<file path="config.mk">
export PLATFORM = sky130hd
export DESIGN_NAME = nios_oci_dct_packer_flat
export DESIGN_NICKNAME = d
export VERILOG_FILES = /design/src/rtl/nios_oci_dct_packer_if.sv /design/src/rtl/nios_oci_dct_packer.sv /design/src/flat_wrapper.sv
export SDC_FILE = /design/constraint.sdc
export NUM_CORES = 1
export LEC_CHECK = 0
export BUFFER_PORTS_ARGS = -buffer_cell sky130_fd_sc_hd__buf_2
export CAP_MARGIN = 20
export CORE_UTILIZATION = 60
export CTS_BUF_LIST = sky130_fd_sc_hd__clkbuf_2 sky130_fd_sc_hd__clkbuf_4 sky130_fd_sc_hd__clkbuf_8
export CTS_CLUSTER_SIZE = 25
export DETAILED_ROUTE_END_ITERATION = 7
export PLACE_DENSITY = 0.82
export SYNTH_ARGS = -nofsm -noshare
export SYNTH_HDL_FRONTEND = slang
export SYNTH_SLANG_ARGS = --single-unit
</file>
<file path="constraint.sdc">
create_clock -name clk -period 2.9 [get_ports clk]
set_input_delay 0.29 -clock clk [delete_from_list [all_inputs] [get_ports clk]]
set_output_delay 0.29 -clock clk [all_outputs]
set_load 0.02 [all_outputs]
</file>
<file path="src/rtl/nios_oci_dct_packer_if.sv">
// Trace-atom input and DCT frame output bundle for the OCI DCT packer.
// The master side is the packer. The slave side is the atom source together with the frame sink.
interface nios_oci_dct_packer_if #(
  parameter int ATOM_W = 2,
  parameter int ATOMS  = 15,
  parameter int CNT_W  = 4
);
  localparam int BUF_W = ATOM_W * ATOMS;

  logic              atom_valid;
  logic [ATOM_W-1:0] atom_code;
  logic              atom_ready;
  logic              test_ending;
  logic              frame_valid;
  logic              frame_ready;
  logic [BUF_W-1:0]  dct_buffer;
  logic [CNT_W-1:0]  dct_count;
  logic              test_has_ended;

  modport master (
    input  atom_valid, atom_code, test_ending, frame_ready,
    output atom_ready, frame_valid, dct_buffer, dct_count, test_has_ended
  );

  modport slave (
    output atom_valid, atom_code, test_ending, frame_ready,
    input  atom_ready, frame_valid, dct_buffer, dct_count, test_has_ended
  );
endinterface

</file>
<file path="src/rtl/nios_oci_dct_packer.sv">
// Packs 2-bit trace atoms into 30-bit DCT frames (first atom in the top pair) behind a
// one-deep output register. On test_ending it flushes any partial frame and then reports completion.
module nios_oci_dct_packer #(
  parameter int ATOM_W = 2,
  parameter int ATOMS  = 15,
  parameter int CNT_W  = 4
) (
  input  logic                  clk,
  input  logic                  reset,
  nios_oci_dct_packer_if.master bus
);
  localparam int BUF_W = ATOM_W * ATOMS;
  localparam logic [CNT_W-1:0] CNT_LAST = CNT_W'(ATOMS - 1);
  localparam logic [CNT_W-1:0] CNT_FULL = CNT_W'(ATOMS);

  typedef enum logic [1:0] {FILL, FLUSH, ENDED} state_t;

  state_t           state, state_nxt;
  logic [BUF_W-1:0] acc, acc_nxt;
  logic [CNT_W-1:0] acc_cnt, acc_cnt_nxt;
  logic [BUF_W-1:0] out_buf, out_buf_nxt;
  logic [CNT_W-1:0] out_cnt, out_cnt_nxt;
  logic             out_vld, out_vld_nxt;

  logic slot_free;
  logic accept;
  logic take;

  assign slot_free = !out_vld || bus.frame_ready;
  assign take      = out_vld && bus.frame_ready;
  // The 15th atom may only enter once the output register can take the completed frame.
  assign bus.atom_ready = (state == FILL) && ((acc_cnt != CNT_LAST) || slot_free);
  assign accept    = bus.atom_valid && bus.atom_ready;

  assign bus.frame_valid    = out_vld;
  assign bus.dct_buffer     = out_buf;
  assign bus.dct_count      = out_cnt;
  assign bus.test_has_ended = (state == ENDED);

  // NOTE: every signal gets its hold value first, so no path through this block can infer a latch.
  always_comb begin
    state_nxt   = state;
    acc_nxt     = acc;
    acc_cnt_nxt = acc_cnt;
    out_buf_nxt = out_buf;
    out_cnt_nxt = out_cnt;
    out_vld_nxt = out_vld;

    if (take) out_vld_nxt = 1'b0;

    unique case (state)
      FILL: begin
        if (accept) begin
          if (acc_cnt == CNT_LAST) begin
            out_buf_nxt = {acc[BUF_W-ATOM_W-1:0], bus.atom_code};
            out_cnt_nxt = CNT_FULL;
            out_vld_nxt = 1'b1;
            acc_nxt     = '0;
            acc_cnt_nxt = '0;
          end else begin
            acc_nxt     = {acc[BUF_W-ATOM_W-1:0], bus.atom_code};
            acc_cnt_nxt = acc_cnt + 1'b1;
          end
        end
        if (bus.test_ending) state_nxt = FLUSH;
      end
      FLUSH: begin
        // Completion is judged on the current registers, so the edge that takes the last frame is not yet ENDED.
        if ((acc_cnt != '0) && slot_free) begin
          out_buf_nxt = acc;
          out_cnt_nxt = acc_cnt;
          out_vld_nxt = 1'b1;
          acc_nxt     = '0;
          acc_cnt_nxt = '0;
        end else if ((acc_cnt == '0) && !out_vld) begin
          state_nxt = ENDED;
        end
      end
      ENDED: ;
      default: state_nxt = FILL;
    endcase
  end

  // NOTE: state registers use non-blocking assignments so that every flop samples pre-edge values.
  always_ff @(posedge clk or posedge reset) begin
    if (reset) begin
      state   <= FILL;
      acc     <= '0;
      acc_cnt <= '0;
      out_buf <= '0;
      out_cnt <= '0;
      out_vld <= 1'b0;
    end else begin
      state   <= state_nxt;
      acc     <= acc_nxt;
      acc_cnt <= acc_cnt_nxt;
      out_buf <= out_buf_nxt;
      out_cnt <= out_cnt_nxt;
      out_vld <= out_vld_nxt;
    end
  end
endmodule
</file>
<file path="src/flat_wrapper.sv">
// flat-port wrapper written by rule: the top's interface ports become plain ports
module nios_oci_dct_packer_flat 
#(
  parameter int ATOM_W = 2,
  parameter int ATOMS  = 15,
  parameter int CNT_W  = 4
)
  (clk, reset, bus_atom_valid, bus_atom_code, bus_test_ending, bus_frame_ready, bus_atom_ready, bus_frame_valid, bus_dct_buffer, bus_dct_count, bus_test_has_ended);
  nios_oci_dct_packer_if #(.ATOM_W(ATOM_W), .ATOMS(ATOMS), .CNT_W(CNT_W)) bus_i ();
  input  logic clk;
  input  logic reset;
  input wire logic [$bits(bus_i.atom_valid)-1:0] bus_atom_valid;
  input wire logic [$bits(bus_i.atom_code)-1:0] bus_atom_code;
  input wire logic [$bits(bus_i.test_ending)-1:0] bus_test_ending;
  input wire logic [$bits(bus_i.frame_ready)-1:0] bus_frame_ready;
  output wire logic [$bits(bus_i.atom_ready)-1:0] bus_atom_ready;
  output wire logic [$bits(bus_i.frame_valid)-1:0] bus_frame_valid;
  output wire logic [$bits(bus_i.dct_buffer)-1:0] bus_dct_buffer;
  output wire logic [$bits(bus_i.dct_count)-1:0] bus_dct_count;
  output wire logic [$bits(bus_i.test_has_ended)-1:0] bus_test_has_ended;
  assign bus_i.atom_valid = bus_atom_valid;
  assign bus_i.atom_code = bus_atom_code;
  assign bus_i.test_ending = bus_test_ending;
  assign bus_i.frame_ready = bus_frame_ready;
  assign bus_atom_ready = bus_i.atom_ready;
  assign bus_frame_valid = bus_i.frame_valid;
  assign bus_dct_buffer = bus_i.dct_buffer;
  assign bus_dct_count = bus_i.dct_count;
  assign bus_test_has_ended = bus_i.test_has_ended;
  nios_oci_dct_packer #(.ATOM_W(ATOM_W), .ATOMS(ATOMS), .CNT_W(CNT_W)) u_core (.clk(clk), .reset(reset), .bus(bus_i));
endmodule
</file>
==> results of run 1 <==
-- state kept, by name, indices dropped and copies added (netlist names) --
register	cells
u_core.bus.dct_count	4
u_core.bus.frame_valid	1
u_core.acc_cnt	4
u_core.state	2
u_core.bus.dct_buffer	30
u_core.acc	30
-- cells in the mapped netlist, types with 2 or more instances --
library cell | number | area share, %
and3_1 | 2 | 0.37
buf_6 | 5 | 1.7
nand2b_1 | 4 | 0.74
nand3_1 | 2 | 0.30
mux2_1 | 26 | 8.7
dfrtp_1 | 71 | 53
mux2_4 | 2 | 0.89
clkbuf_1 | 10 | 1.1
nand2_1 | 66 | 7.3
buf_2 | 3 | 0.44
nor2_1 | 2 | 0.22
mux2i_1 | 30 | 8.9
ha_1 | 3 | 1.1
inv_1 | 32 | 3.6
o32a_1 | 4 | 1.2
mux2_2 | 4 | 1.3
nor2b_1 | 3 | 0.56
a31oi_1 | 4 | 0.74
o21ai_0 | 28 | 4.1
-- final timing paths --
| check | end | start |
|---|---|---|
| setup reg to reg | u_core.acc[1]$_DFFE_PP0P_ | u_core.acc_cnt[0]$_DFFE_PP0P_ |
| setup / recovery | u_core.acc[1]$_DFFE_PP0P_ | u_core.acc_cnt[0]$_DFFE_PP0P_ |
| hold reg to reg | u_core.bus.dct_buffer[16]$_DFFE_PP0P_ | u_core.bus.dct_buffer[16]$_DFFE_PP0P_ |
| hold / removal | u_core.state[0]$_DFFE_PP0P_ | bus_test_ending |
| min in group asynchronous | u_core.bus.dct_buffer[25]$_DFFE_PP0P_ | reset |
| max in group asynchronous | u_core.state[1]$_DFFE_PP0P_ | reset |
-- what timing repair did --
item                      4_1_cts  5_1_grt
hold endpoints to repair       10        0
resized for setup               0        0
hold buffers                    1        0
-- report_power, final --
group	total, uW	internal, uW	leakage, uW	switching [uW]
clock	901	550	0.000120	351
sequential	1580	1320	0.000953	256
combinational	1880	750	0.000879	1130
total	4360	2620	0.00195	1740
-- cells by family (layout without fill, tap and decap cells) --
group	Yosys count	count (layout)	synth area share, %
AND/OR/NAND/NOR	86	86	11.7
flip-flops	71	71	52.6
multiplexers	62	62	19.8
buffers and inverters	50	99	6.78
AO/OA/AOI/OAI	42	42	8.00
adder cells (fa/ha/maj)	3	3	1.11
-- final cells by class --
type / instances / area share [%]
sequential: 71 / 45.8
multi-input combinational: 193 / 35.4
timing repair buffer: 51 / 7.48
clock buffer: 13 / 4.29
inverter: 32 / 3.09
clock inverter: 3 / 1.68
tap: 70 / 2.26
-- routing by layer --
layer  global-route usage [%]  up-vias
met5                        0        -
met4                     10.8        0
met3                     4.17       11
met2                     35.1       49
met1                     33.1     1142
li1                         -     1123
-- tightest hold or removal path, delay by kind of cell --
family	cells	cell delay [ps]
compound gates	1	50
buf+inv	1	90
simple gates	1	80
-- through the flow --
step,hold slack [ps],cells,power (uW),area [um2],utilization (%)
floorplan,451,314,3040,3380,-
global placement,223,416,3410,3640,69.1
detailed placement,227,416,3460,3640,69.1
CTS,202,433,4390,3880,73.6
global route,250,433,4660,3880,73.6
finish,217,433,4360,3880,73.6
==> out/metrics.csv, run 1 <==
metric,value,unit
critPathMaxStageDelay,430,ps
place_hpwl,4040,um
critPathMaxFanout,34,
cts_tree,built,
cts_inserted_buffers,9,
setup_viol,0,
drive_gt1_share,21.8,%
core_area,5270,um2
wire_per_inst,14.2,um
route.detailed.drc,0,
ys_seq_area_share,52.6,%
critPathCaptureType,register,
reg2regPathDepth,7,
drt_iter0_markers,165,
clk_pin_slew_worst_paths,70,ps
cp.depth,7,
die_y,77.0,um
n_antenna_cell,0,
die_area,5930,um2
syn_area,3380,um2
antenna_found_initial,0,
max_slew_margin,68.9,%
pin_count,44,
totalWireLength,6160,um
critPathTopFamily,flip-flops,
grt_pass1_vias,2279,
ant_nets,0,
placementRows,26,
drtPass1Iterations,4,
crit_buf_inv,2,
grt_pass1_wl,10800,um
worstSkewPairLatency,340,ps
cap_violations,0,
r2r_slack,690,ps
synth.avg_cell_area,10.8,um2
startpoint_type,register,
final-seq-area,1780,um2
fillers,386,
ys_warn_count,0,
route.met3.wl,211,um
crit_slowest_cell,dfrtp_1,
setup.worst_path.class,register to register,
outcome,"complete, no violations",
vdd_drop_max,0.760,mV
final_cell_mix,"71 x dfrtp_1, 66 x nand2_1, 43 x buf_2",
vias_per_cell,5.37,
crit_required,3130,ps
syn_inst,314,
fin_skew,5.28,ps
synthFlopType,dfrtp_1,
multi_input_area,1380,um2
final_common_cell,dfrtp_1,
synth_edf_count,0,
layout.nets,368,
rsz0062_at_grt,false,
grt_usage,23.3,%
period_share,76.1,%
hold_violations,0,
clockBufferDepth,2,
drv_slew,0,
pre_cts_ws,721,ps
cts_sinks,71,
cp.arrival,2430,ps
grt_overflow,0,
vias,2325,
period_needed,2210,ps
worst_slew_pin_slew,466,ps
area_growth,14.9,%
holdCritPathClass,primary input to register,
final.setup.worst_slack,694,ps
top_layer_used,met4,
met2WireLength,2850,um
io_buffers,43,
cts_max_level,3,
wirelength_met1,2990,um
gp_congestion,0.776,
hold-path-cell-count,3,
cp_cell_sequence,inv_1 > ha_1 > nand3_1 > nand3_4 > a2111oi_4 > buf_12 > mux2_4,
postCtsSetupBuffers,0,
die_w,77.0,um
async_flop_share,100,%
synth_cell_types,32,
setup_tns,0,ps
max_freq,0.453,GHz
clockRootBuffer,clkbuf_8,
syn_nets,324,
grt_start_max_net_pins,56,
cellPowerDensity,1120,nW/um2
ys_ff_latch,71,
start_util,64.1,%
power_leakage,0.00195,uW
No activity file was read; power rests on OpenSTA's default activity.
==> run 2: changes to the inputs <==
--- a/config.mk
+++ b/config.mk
@@ -7,11 +7,11 @@
 export LEC_CHECK = 0
 export BUFFER_PORTS_ARGS = -buffer_cell sky130_fd_sc_hd__buf_2
 export CAP_MARGIN = 20
-export CORE_UTILIZATION = 60
+export CORE_UTILIZATION = 54
 export CTS_BUF_LIST = sky130_fd_sc_hd__clkbuf_2 sky130_fd_sc_hd__clkbuf_4 sky130_fd_sc_hd__clkbuf_8
 export CTS_CLUSTER_SIZE = 25
 export DETAILED_ROUTE_END_ITERATION = 7
-export PLACE_DENSITY = 0.82
+export PLACE_DENSITY = 0.78
 export SYNTH_ARGS = -nofsm -noshare
 export SYNTH_HDL_FRONTEND = slang
 export SYNTH_SLANG_ARGS = --single-unit
==> constraint.sdc (replaced) <==
create_clock -name clk -period 2 [get_ports clk]
set_input_delay 0.2 -clock clk [delete_from_list [all_inputs] [get_ports clk]]
set_output_delay 0.2 -clock clk [all_outputs]
set_load 0.02 [all_outputs]
==> run 2 against run 1 <==
Against the previous run:
- power grew 45%
- setup slack worse by 630 ps
- non-clock buffer count grew 10
- critical path depth is the same
- clock power is 12% higher
- count of clock-buffer cells in the layout down 1
- critical path type unchanged
==> out/metrics.csv, run 2 (synthesis results as in run 1) <==
metric,value,unit
vdd_drop_max,0.998,mV
grt_use_met3,7.42,%
clockBufferDepth,2,
crit_slowest_cell,dfrtp_1,
vias,2356,
max_slew_margin,71.1,%
fin_skew,7.99,ps
cap_violations,0,
busiest_layer,met2,
vias_per_cell,5.26,
met1_usage,28.4,%
whs_endpoint,u_core.state[0]$_DFFE_PP0P_,
cp_cell_sequence,inv_1 > ha_1 > a31oi_1 > nor4_4 > buf_4 > buf_6 > mux2_1,
start_util,56.4,%
r2r-start,u_core.acc_cnt[0]$_DFFE_PP0P_,
final_cell_mix,"71 x dfrtp_1, 66 x nand2_1, 43 x buf_2",
min_from,bus_test_ending,
critPathMaxStageDelay,390,ps
reg2regPathDepth,7,
hold_violations,0,
rr_endpoint,u_core.bus.dct_buffer[19]$_DFFE_PP0P_,
cts_max_level,3,
fin_area,3950,um2
whs,140,ps
cp.arrival,2160,ps
fillers,482,
power_leakage,0.00199,uW
max_freq,0.518,GHz
gp_congestion,0.855,
worst_slew_pin_slew,433,ps
worstSkewPairLatency,350,ps
drive_gt1_share,24.4,%
drtPass1Iterations,4,
critPathCaptureType,register,
period_needed,1930,ps
core_area,5990,um2
pin_count,44,
gr-usage-met2,31.2,%
setup_viol,0,
outcome,"complete, no violations",
rsz0062_at_grt,true,
grt_overflow,0,
die_area,6580,um2
critPathMaxFanout,10,
grt_usage,20.9,%
setup_tns,0,ps
totalWireLength,6390,um
setup.worst_path.class,register to register,
grt_start_max_net_pins,54,
ant_nets,0,
period_share,96.5,%
startpoint_type,register,
wire_per_inst,14.3,um
grt_pass1_vias,2175,
cts_inserted_buffers,9,
cellPowerDensity,1600,nW/um2
cts_tree,built,
dpl_cell_area,3730,um2
drt_iter0_markers,121,
n_antenna_cell,0,
hold-path-cell-count,3,
placementRows,28,
io_buffers,43,
cts_sinks,71,
drv_slew,0,
area_growth,16.8,%
die_w,81.1,um
multi_input_area,1390,um2
holdCritPathClass,primary input to register,
clk_pin_slew_worst_paths,70,ps
final_common_cell,dfrtp_1,
crit_required,2230,ps
place_hpwl,4100,um
layout.nets,378,
clockRootBuffer,clkbuf_8,
antenna_found_initial,0,
route.detailed.drc,0,
final-seq-area,1780,um2
r2r_slack,70,ps
die_y,81.1,um
grt_pass1_wl,10200,um
## run 2: cell count changes in the layout (fill, tap and decap cells not counted), moves of 2 or more
cell / delta
bufinv_16: -2
buf_6: +2
buf_12: +2
clkbuf_8: -2
buf_4: +6
clkinv_2: +2
## run 2: worst max-delay path: cells and delay by family (launching register included)
family          cells  cell delay, ps
mux                 1             340
fa+ha+maj           1             200
flops               1             390
buf+inv             3             420
compound gates      1             160
simple gates        1             300
## run 2: how the worst max path moves through the flow
stage	slack [ps]	end	depth (start not counted)	startpoint
CTS	20	u_core.acc[0]$_DFFE_PP0P_	7	u_core.acc_cnt[1]$_DFFE_PP0P_
detailed placement	50	u_core.acc[1]$_DFFE_PP0P_	7	u_core.acc_cnt[1]$_DFFE_PP0P_
global placement	120	u_core.acc[0]$_DFFE_PP0P_	7	u_core.acc_cnt[1]$_DFFE_PP0P_
floorplan	3	u_core.acc[0]$_DFFE_PP0P_	1	reset
finish	70	u_core.bus.dct_buffer[19]$_DFFE_PP0P_	7	u_core.acc_cnt[0]$_DFFE_PP0P_
global route	-50	u_core.bus.dct_buffer[19]$_DFFE_PP0P_	7	u_core.acc_cnt[0]$_DFFE_PP0P_
## run 2: metal layers
metal	wire length (um)	up-vias
li1	-	1147
met4	76	0
met3	251	10
met5	0	-
met2	3000	43
met1	3060	1156
## run 2: repair_timing
item,CTS,global route
endpoints found under the hold margin,18,0
hold buffers,1,0
buffers inserted,0,3
endpoints found under the setup margin,0,45
gates resized for setup,0,5
## run 2: report_power, final
part / switching (uW) / internal (uW)
Combinational: 1760 / 1300
Sequential: 329 / 1920
Clock: 525 / 486
## run 2: cell type report
class | instances | share of cell area (%)
inverter | 32 | 3.04
sequential | 71 | 45.0
multi-input combinational | 193 | 35.2
clock inverter | 4 | 0.571
timing repair buffer | 61 | 10.1
clock buffer | 12 | 3.71
tap | 75 | 2.38
## run 2: through the flow
| step | std cells | util, % | power, uW | setup WS [ps] |
|---|---|---|---|---|
| 2_1_floorplan | 314 | - | 4420 | 3.43 |
| 3_3_place_gp | 427 | 62.2 | 5150 | 119 |
| 3_5_place_dp | 427 | 62.2 | 5210 | 52.5 |
| 4_1_cts | 444 | 65.2 | 6260 | 24.1 |
| 5_1_grt | 448 | 65.9 | 6740 | -51.8 |
| 6_report | 448 | 65.9 | 6320 | 69.4 |
==> run 3: changes to the inputs <==
--- a/config.mk
+++ b/config.mk
@@ -15,3 +15,4 @@
 export SYNTH_ARGS = -nofsm -noshare
 export SYNTH_HDL_FRONTEND = slang
 export SYNTH_SLANG_ARGS = --single-unit
+export TNS_END_PERCENT = 30
==> constraint.sdc (replaced) <==
create_clock -name clk -period 2 [get_ports clk]
set_input_delay 0.1 -clock clk [delete_from_list [all_inputs] [get_ports clk]]
set_output_delay 0.1 -clock clk [all_outputs]
set_load 0.02 [all_outputs]
==> run 3 against run 2 <==
Against the previous run:
- first-iteration DRC count down 16%
- global-route usage unchanged
- clock power hardly changed
- register-to-register slack barely moved
- largest power group unchanged
- highest routed layer unchanged
==> out/metrics.csv, run 3 (synthesis results as in run 1) <==
metric,value,unit
outcome,"complete, no violations",
holdCritPathClass,primary input to register,
pin_count,44,
route.detailed.drc,0,
crit_slowest_cell,dfrtp_1,
grt_usage,20.9,%
setup.worst_path.class,register to register,
period_share,97.1,%
layout.nets,374,
min_from,bus_test_ending,
core_area,5990,um2
cts_inserted_buffers,9,
cp_cell_sequence,ha_1 > nand3_2 > nand3_4 > a2111oi_4 > buf_4 > mux2_4,
final.setup.worst_slack,58.1,ps
fin_skew,8.61,ps
grt_overflow,0,
crit_required,2240,ps
rr_endpoint,u_core.acc[0]$_DFFE_PP0P_,
drt_iter0_markers,102,
critPathMaxStageDelay,430,ps
crit_end,u_core.acc[0]$_DFFE_PP0P_,
area_growth,15.8,%
max_slew_margin,71.0,%
grt_start_max_net_pins,54,
cap_violations,0,
vias,2332,
grt_pass1_vias,2175,
clockBufferDepth,2,
power,6230,uW
antenna_found_initial,0,
cts_tree,built,
final-seq-area,1780,um2
die_y,81.1,um
drtPass1Iterations,4,
r2r-start,u_core.acc_cnt[1]$_DFFE_PP0P_,
die_area,6580,um2
start_util,56.4,%
gp_congestion,0.855,
wire_per_inst,13.9,um
cp.arrival,2180,ps
vias_per_cell,5.25,
critPathMaxFanout,5,
startpoint,u_core.acc_cnt[1]$_DFFE_PP0P_,
period_needed,1940,ps
placementRows,28,
drv_slew,0,
io_buffers,43,
die_w,81.1,um
reg2regPathDepth,6,
final_common_cell,dfrtp_1,
place_hpwl,4100,um
grt_pass1_wl,10200,um
hold_violations,0,
worstSkewPairLatency,350,ps
ant_nets,0,
totalWireLength,6170,um
setup_viol,0,
drive_gt1_share,23.6,%
vdd_drop_max,0.992,mV
multi_input_area,1390,um2
cts_sinks,71,
final_cell_mix,"71 x dfrtp_1, 66 x nand2_1, 43 x buf_2",
worst_slew_pin_slew,434,ps
fillers,484,
clk_pin_slew_worst_paths,80,ps
cellPowerDensity,1590,nW/um2
pre_cts_ws,52.5,ps
rsz0062_at_grt,true,
startpoint_type,register,
r2r_slack,60,ps
cts_max_level,3,
max_freq,0.515,GHz
clockRootBuffer,clkbuf_8,
power_leakage,0.00197,uW
n_antenna_cell,0,
critPathCaptureType,register,
run 3: cell count changes in the layout (fill, tap and decap cells not counted), sizes merged:
cell,previous run,this run
buf,60,56
run 3: metrics by stage:
step	cells	TNS, ps	hold WS (ps)	cell area, um2	utilization (%)
after floorplan	314	0	260	3380	-
after global placement	427	0	114	3730	62.2
after detailed placement	427	0	128	3730	62.2
after CTS	444	0	31.3	3910	65.2
after global routing	444	-157	48.4	3910	65.3
final	444	0	35.7	3910	65.3
run 3: layer usage:
layer	track usage, %	up-vias	routed length [um]
met5	0	-	0
met4	6.43	0	65
met3	7.42	7	231
met2	31.2	44	2870
met1	28.4	1143	3000
li1	-	1138	-
run 3: area by class of cell:
type                            count  area share [%]
Sequential cell                    71            45.4
Multi-Input combinational cell    193            35.5
Timing Repair Buffer               57            9.31
Clock buffer                       12            3.74
Inverter                           32            3.07
Tap cell                           75            2.40
Clock inverter                      4           0.576
run 3: critical path: cells and delay by family (launching register included):
| family | cells | cell delay (ps) |
|---|---|---|
| mux | 1 | 300 |
| flops | 1 | 430 |
| fa+ha+maj | 1 | 230 |
| buf+inv | 1 | 220 |
| compound gates | 1 | 400 |
| simple gates | 2 | 260 |
run 3: timing repair:
| item | CTS | global route |
|---|---|---|
| setup endpoints to repair | 0 | 45 |
| hold endpoints to repair | 18 | 0 |
| buffers inserted | 0 | 0 |
| hold buffers | 1 | 0 |
| resized for setup | 0 | 2 |
run 3: worst min-delay path by stage:
stage,slack [ps],cells after the start,to
final,40,3,u_core.state[0]$_DFFE_PP0P_
after global routing,50,3,u_core.state[0]$_DFFE_PP0P_
after CTS,30,3,u_core.state[0]$_DFFE_PP0P_
after detailed placement,130,2,u_core.bus.dct_count[0]$_DFFE_PP0P_
after global placement,110,2,u_core.bus.dct_count[0]$_DFFE_PP0P_
after floorplan,260,2,u_core.acc_cnt[0]$_DFFE_PP0P_
run 3: where the power goes:
part,leakage [uW],switching [uW],internal (uW)
clock,0.0000904,525,486
combinational,0.000923,1730,1240
sequential,0.000953,334,1920
total,0.00197,2580,3650
